### src/rtl/load_store_unit.sv
// RV32I load/store initiator for a word-wide memory without byte enables.
// Sub-word stores use read-modify-write. Define MISALIGN_SPLIT_EN to serve misaligned and word-spanning accesses.
module load_store_unit #(
    parameter int N = 32
) (
    input  logic         clk,
    input  logic         rst,
    input  logic         req_valid,
    output logic         req_ready,
    input  logic         req_we,
    input  logic [2:0]   req_funct3,
    input  logic [N-1:0] req_addr,
    input  logic [N-1:0] req_wdata,
    output logic         resp_valid,
    output logic [N-1:0] resp_rdata,
    output logic         resp_error,
    output logic [N-1:0] mem_addr,
    output logic         mem_enable_data,
    output logic [N-1:0] mem_write_data,
    input  logic [N-1:0] mem_read_data
);

`ifdef MISALIGN_SPLIT_EN
    localparam logic SPLIT = 1'b1;
`else
    localparam logic SPLIT = 1'b0;
`endif

    typedef enum logic [2:0] {IDLE, RD0, RD1, WR0, WR1, RESP} state_t;
    state_t state, state_nxt;

    logic         we_q, err_q;
    logic [2:0]   f3_q;
    logic [N-1:0] addr_q, wdata_q, buf0, buf1;

    function automatic logic [2:0] size_of(input logic [2:0] f3);
        case (f3[1:0])
            2'b00:   return 3'd1;
            2'b01:   return 3'd2;
            default: return 3'd4;
        endcase
    endfunction

    function automatic logic is_illegal(input logic we, input logic [2:0] f3);
        return (f3 == 3'b011) || (f3[2:1] == 2'b11) || (we && f3[2]);
    endfunction

    function automatic logic is_misaligned(input logic [1:0] o, input logic [2:0] sz);
        return ((sz == 3'd2) && o[0]) || ((sz == 3'd4) && (o != 2'b00));
    endfunction

    function automatic logic [N-1:0] size_mask(input logic [2:0] sz);
        case (sz)
            3'd1:    return {{(N-8){1'b0}}, 8'hFF};
            3'd2:    return {{(N-16){1'b0}}, 16'hFFFF};
            default: return {N{1'b1}};
        endcase
    endfunction

    logic [2:0]   in_sz, sz;
    logic         in_mis, in_err, spans;
    logic [N-1:0] w0, w1, szmask, raw, load_ext;
    logic [4:0]   sh;
    logic [2*N-1:0] line, lane_mask, merged, shifted;

    assign in_sz  = size_of(req_funct3);
    assign in_mis = is_misaligned(req_addr[1:0], in_sz);
    assign in_err = is_illegal(req_we, req_funct3) || (in_mis && !SPLIT);

    assign sz     = size_of(f3_q);
    assign spans  = SPLIT && (({1'b0, addr_q[1:0]} + sz) > 3'd4);
    assign w0     = {addr_q[N-1:2], 2'b00};
    assign w1     = w0 + N'(4);
    assign sh     = {addr_q[1:0], 3'b000};
    assign szmask = size_mask(sz);

    // Two fetched words form a byte line; stores merge into it, loads shift out of it.
    assign line      = {buf1, buf0};
    assign lane_mask = {{N{1'b0}}, szmask} << sh;
    assign merged    = (line & ~lane_mask) | ({{N{1'b0}}, wdata_q & szmask} << sh);
    assign shifted   = line >> sh;
    assign raw       = shifted[N-1:0] & szmask;

    always_comb begin
        case (f3_q)
            3'b000:  load_ext = {{(N-8){raw[7]}}, raw[7:0]};
            3'b001:  load_ext = {{(N-16){raw[15]}}, raw[15:0]};
            default: load_ext = raw;
        endcase
    end

    always_ff @(posedge clk) begin
        if (rst) state <= IDLE;
        else     state <= state_nxt;
    end

    always_ff @(posedge clk) begin
        if (rst) begin
            we_q    <= 1'b0;
            err_q   <= 1'b0;
            f3_q    <= 3'b000;
            addr_q  <= '0;
            wdata_q <= '0;
            buf0    <= '0;
            buf1    <= '0;
        end else begin
            if (state == IDLE && req_valid) begin
                we_q    <= req_we;
                err_q   <= in_err;
                f3_q    <= req_funct3;
                addr_q  <= req_addr;
                wdata_q <= req_wdata;
            end
            if (state == RD0) buf0 <= mem_read_data;
            if (state == RD1) buf1 <= mem_read_data;
        end
    end

    // Outputs are held at reset values whenever rst is high, so no write or response leaks out.
    always_comb begin
        state_nxt       = state;
        req_ready       = 1'b0;
        resp_valid      = 1'b0;
        resp_rdata      = '0;
        resp_error      = 1'b0;
        mem_addr        = '0;
        mem_enable_data = 1'b0;
        mem_write_data  = '0;
        case (state)
            IDLE: begin
                req_ready = !rst;
                if (req_valid) begin
                    if (in_err)
                        state_nxt = RESP;
                    else if (req_we && req_funct3 == 3'b010 && !in_mis)
                        state_nxt = WR0;
                    else
                        state_nxt = RD0;
                end
            end
            RD0: begin
                mem_addr = rst ? '0 : w0;
                if (spans)      state_nxt = RD1;
                else if (!we_q) state_nxt = RESP;
                else            state_nxt = WR0;
            end
            RD1: begin
                mem_addr  = rst ? '0 : w1;
                state_nxt = we_q ? WR0 : RESP;
            end
            WR0: begin
                if (!rst) begin
                    mem_addr        = w0;
                    mem_enable_data = 1'b1;
                    mem_write_data  = merged[N-1:0];
                end
                state_nxt = spans ? WR1 : RESP;
            end
            WR1: begin
                if (!rst) begin
                    mem_addr        = w1;
                    mem_enable_data = 1'b1;
                    mem_write_data  = merged[2*N-1:N];
                end
                state_nxt = RESP;
            end
            RESP: begin
                if (!rst) begin
                    resp_valid = 1'b1;
                    resp_error = err_q;
                    resp_rdata = (err_q || we_q) ? '0 : load_ext;
                end
                state_nxt = IDLE;
            end
            default: state_nxt = IDLE;
        endcase
    end

endmodule

### config.mk
export PLATFORM = sky130hd
export DESIGN_NAME = load_store_unit
export DESIGN_NICKNAME = d
export VERILOG_FILES = /design/src/rtl/load_store_unit.sv
export SDC_FILE = /design/constraint.sdc
export NUM_CORES = 1
export LEC_CHECK = 0
export CAP_MARGIN = 10
export CORE_UTILIZATION = 47
export CTS_BUF_LIST = sky130_fd_sc_hd__clkbuf_4 sky130_fd_sc_hd__clkbuf_8
export DETAILED_ROUTE_END_ITERATION = 10
export PLACE_DENSITY = 0.79
export SLEW_MARGIN = 0
export SYNTH_ARGS = -nofsm -noshare
export SYNTH_HDL_FRONTEND = slang
export SYNTH_SLANG_ARGS = --single-unit
### constraint.sdc
create_clock -name clk -period 2.35 [get_ports clk]
set_input_delay 0.3525 -clock clk [delete_from_list [all_inputs] [get_ports clk]]
set_output_delay 0.3525 -clock clk [all_outputs]
set_load 0.01 [all_outputs]
==> results.py <==
metrics = {
    "routing": {
        "wl_met3_mm": 5.73,
        "wl_met2_mm": 19.5,
        "detail_route.first_pass.iterations": 6,
        "routed.top_layer": "met4",
        "ant_nets": 0,
        "vias": 11987,
        "routed_wl_mm": 43.9,
        "met1Wirelength_mm": 15.3,
        "viasPerCell": 6.54,
        "drt-wirelength-per-cell_um": 23.9,
        "drt_iter0_drc": 1790,
        "route.detailed.drc": 0,
    },
    "pwr": {
        "power.internal_w": 0.00483,
        "fin_total_pwr_w": 0.00755,
        "seqPwrFrac_pct": 35.5,
        "combPwrFrac_pct": 34.0,
        "power.share.clock_pct": 30.4,
        "peakVddDrop_v": 0.000443,
        "p_sw_w": 0.00272,
        "switching_share_pct": 36.0,
        "leakagePower_nw": 5.67,
        "power.density_nw_per_um2": 517,
    },
    "layout": {
        "layout_common_cells": "nand2_1 (308), buf_4 (173), a21oi_1 (146), dfxtp_1 (115), clkdlybuf4s50_1 (101)",
        "num_antenna_cells": 0,
        "mostFrequentLayoutCell": "nand2_1",
        "area_growth_pct": 69.3,
        "drive_gt1_share_pct": 41.2,
        "nets": 1694,
        "layout.cells.non_filler": 1832,
        "final_util_pct": 81.2,
    },
    "clock_tree": {
        "cts_max_path_buffers": 2,
        "cts_root_buf": "clkbuf_8",
        "cts_tree": "built",
        "postCtsHoldBufs": 0,
        "cts_buffers": 17,
        "clk_pin_slew_ns": 0.09,
        "cts.htree.levels": 4,
        "insertion_delay_ns": 0.51,
        "cts_sinks": 136,
    },
    "floorplan": {
        "die_area_um2": 18900,
        "coreArea_um2": 18000,
        "die_x_um": 137,
        "ios": 203,
        "start_util_pct": 48.0,
        "rows": 49,
        "die_h_um": 137,
    },
    "timing": {
        "relSlewSlack_pct": 55.6,
        "worst_pin_slew_ns": 0.662,
        "fmax_mhz": 363,
        "rsz0062_at_grt": "yes",
        "finalMaxSlewViolations": 0,
        "finalCritPeriodShare_pct": 117,
        "hold_viol": 0,
        "layout_setup_ws_ns": -0.408,
        "finalSetupViolations": 81,
        "post-route-min-period_ns": 2.76,
        "clock_skew_ns": 0.0229,
    },
    "hold_path": {
        "worstHoldStart": "rst",
        "hold_depth": 3,
        "min_path_type": "input pin to flop",
    },
    "run_status": {
        "failed_checks": "negative setup slack",
        "status": "complete, but fails checks",
    },
    "worst_setup_path": {
        "r2r_cells": 7,
        "regToRegSetupSlack_ns": 0.34,
        "reg2reg_to": "err_q$_SDFFE_PP0P_",
        "endpoint": "mem_write_data[25]",
        "crit_type": "flop to output pin",
        "critical_path_required_ns": 2.00,
        "cp-startpoint": "addr_q[0]$_SDFFE_PP0P_",
        "worst-path-max-fanout": 6,
        "start_kind": "flop",
        "r2r_start": "state[0]$_SDFFE_PP0P_",
        "end_kind": "output pin",
        "arrival_ns": 2.41,
    },
    "logic_synthesis": {
        "netlist.top_cell.by_area": "dfxtp_1",
        "synthArstFlopShare_pct": 0,
        "yosys_warnings": 0,
        "syn_area_um2": 8620,
        "ys_ff_latch": 136,
        "synth-edff-count": 0,
        "synth_cells": 1208,
        "yosysTopAreaCellShare_pct": 31.6,
        "yosysSeqAreaShare_pct": 31.6,
        "synth.area.top_cells": "dfxtp_1 (32%), nand2_1 (14%), a21oi_1 (10%)",
        "synth.avg_cell_area_um2": 7.13,
        "synth.distinct_cells": 72,
        "synth_flop_cell": "dfxtp_1",
    },
    "run": {
        "maxCapViolCount": 0,
    },
    "placement": {
        "gp_congestion": 0.975,
        "detailed_place_hpwl_mm": 25.2,
        "dp_slack_ns": -0.300,
        "place_inst": 1702,
        "io_buffers": 200,
    },
    "global_routing": {
        "grt_usage_pct": 41.9,
        "antenna_found_initial": 0,
        "grt-ovfl-total": 0,
        "grt_pass1_wl_mm": 59.5,
        "first_global_vias": 10902,
        "grt_max_degree": 54,
    },
}
[power groups by stage]
stage                     Sequential, W  Clock, W  Combinational [W]
final                           0.00268   0.00230            0.00257
after global routing            0.00269   0.00237            0.00267
after CTS                       0.00264   0.00224            0.00220
after detailed placement        0.00267         0            0.00180
after global placement          0.00266         0            0.00178
after floorplan                 0.00263         0           0.000933
[stage by stage]
step | hold slack, ns | area, um^2 | TNS [ns]
4_1_cts | 0.280 | 13700 | -9.76
3_3_place_gp | 0.447 | 11900 | -8.11
2_1_floorplan | 0.437 | 8630 | 0
6_report | 0.321 | 14600 | -15.43
3_5_place_dp | 0.452 | 11900 | -8.95
5_1_grt | 0.327 | 14600 | -19.87
[flip-flops by register name, summed over array words and instances (netlist names)]
register and flops:
f3_q 3, state 3, err_q 1, wdata_q 32, buf1 32, we_q 1
buf0 32, addr_q 32
[final cells by class]
class                   count  area [um^2]
repair buffers            469         4220
clock buffers              17          234
fillers                  1055         3370
inverters                   9         33.8
flip-flops and latches    136         2760
multi-input cells         957         6840
well taps                 229          287
clock inverters            15          216
[timing repair]
| action | in CTS | in global routing |
|---|---|---|
| setup buffers | 60 | 38 |
| pin swaps | 93 | 69 |
| cloned | 12 | 0 |
| setup endpoints to repair | 98 | 94 |
| gates resized for setup | 635 | 198 |
[synth_stat cells (3+ instances only)]
library cell and n:
o22ai_1 38, xnor2_1 3, xor2_1 4, buf_2 11, nand4_1 7, nor4_1 9, nor3_1 27, a221oi_1 9
dfxtp_1 136, o21ai_0 49, and3_1 11, a32oi_1 7, inv_1 9, a211o_1 3, or4_1 5, and2_1 4
clkbuf_1 86, nand2_1 326, or3_1 5, o311ai_0 4, a21oi_1 174, nand3_1 16, and4_1 3, nor2_1 57
mux4_2 14, nor2b_1 18, o221ai_1 10, a22o_1 9, nor3b_1 9, a31oi_1 11, o21a_1 4, nand2b_1 10
nand3b_1 3, buf_1 8, mux2i_1 62
[logic make-up after synthesis]
family                     after synthesis  share of synthesized area [%]
and+or+nand+nor                        528                           27.5
AOI/OAI and AO/OA                      340                           23.4
DFF                                    136                           31.6
buffers and inverters                  117                           5.43
muxes                                   78                           11.1
xor gates and xnor gates                 7                          0.712
adders and majority gates                1                          0.145
other                                    1                         0.0435
[critical path: stages (launching register included)]
cell	delay, ns
dfxtp_4	0.44
buf_4	0.15
buf_12	0.12
buf_4	0.14
nand2_1	0.10
o21ai_1	0.40
a221oi_2	0.11
buf_4	0.19
o21ai_2	0.13
buf_2	0.15
[worst min path at each step]
stage                                        to  slack [ns]
after floorplan           buf1[24]$_SDFFE_PP0N_        0.44
after global placement    buf1[28]$_SDFFE_PP0N_        0.45
after detailed placement  buf1[28]$_SDFFE_PP0N_        0.45
after CTS                 state[1]$_SDFFE_PP0P_        0.28
after global routing      state[0]$_SDFFE_PP0P_        0.33
final                     state[1]$_SDFFE_PP0P_        0.32
[metal layers]
layer / GRT usage (%) / vias to the layer above
li1: - / 5078
met1: 52.1 / 5503
met2: 66.3 / 1058
met3: 11.4 / 348
met4: 20.7 / 0
met5: 0 / -
Note: power is estimated with default switching activity, not from simulation.
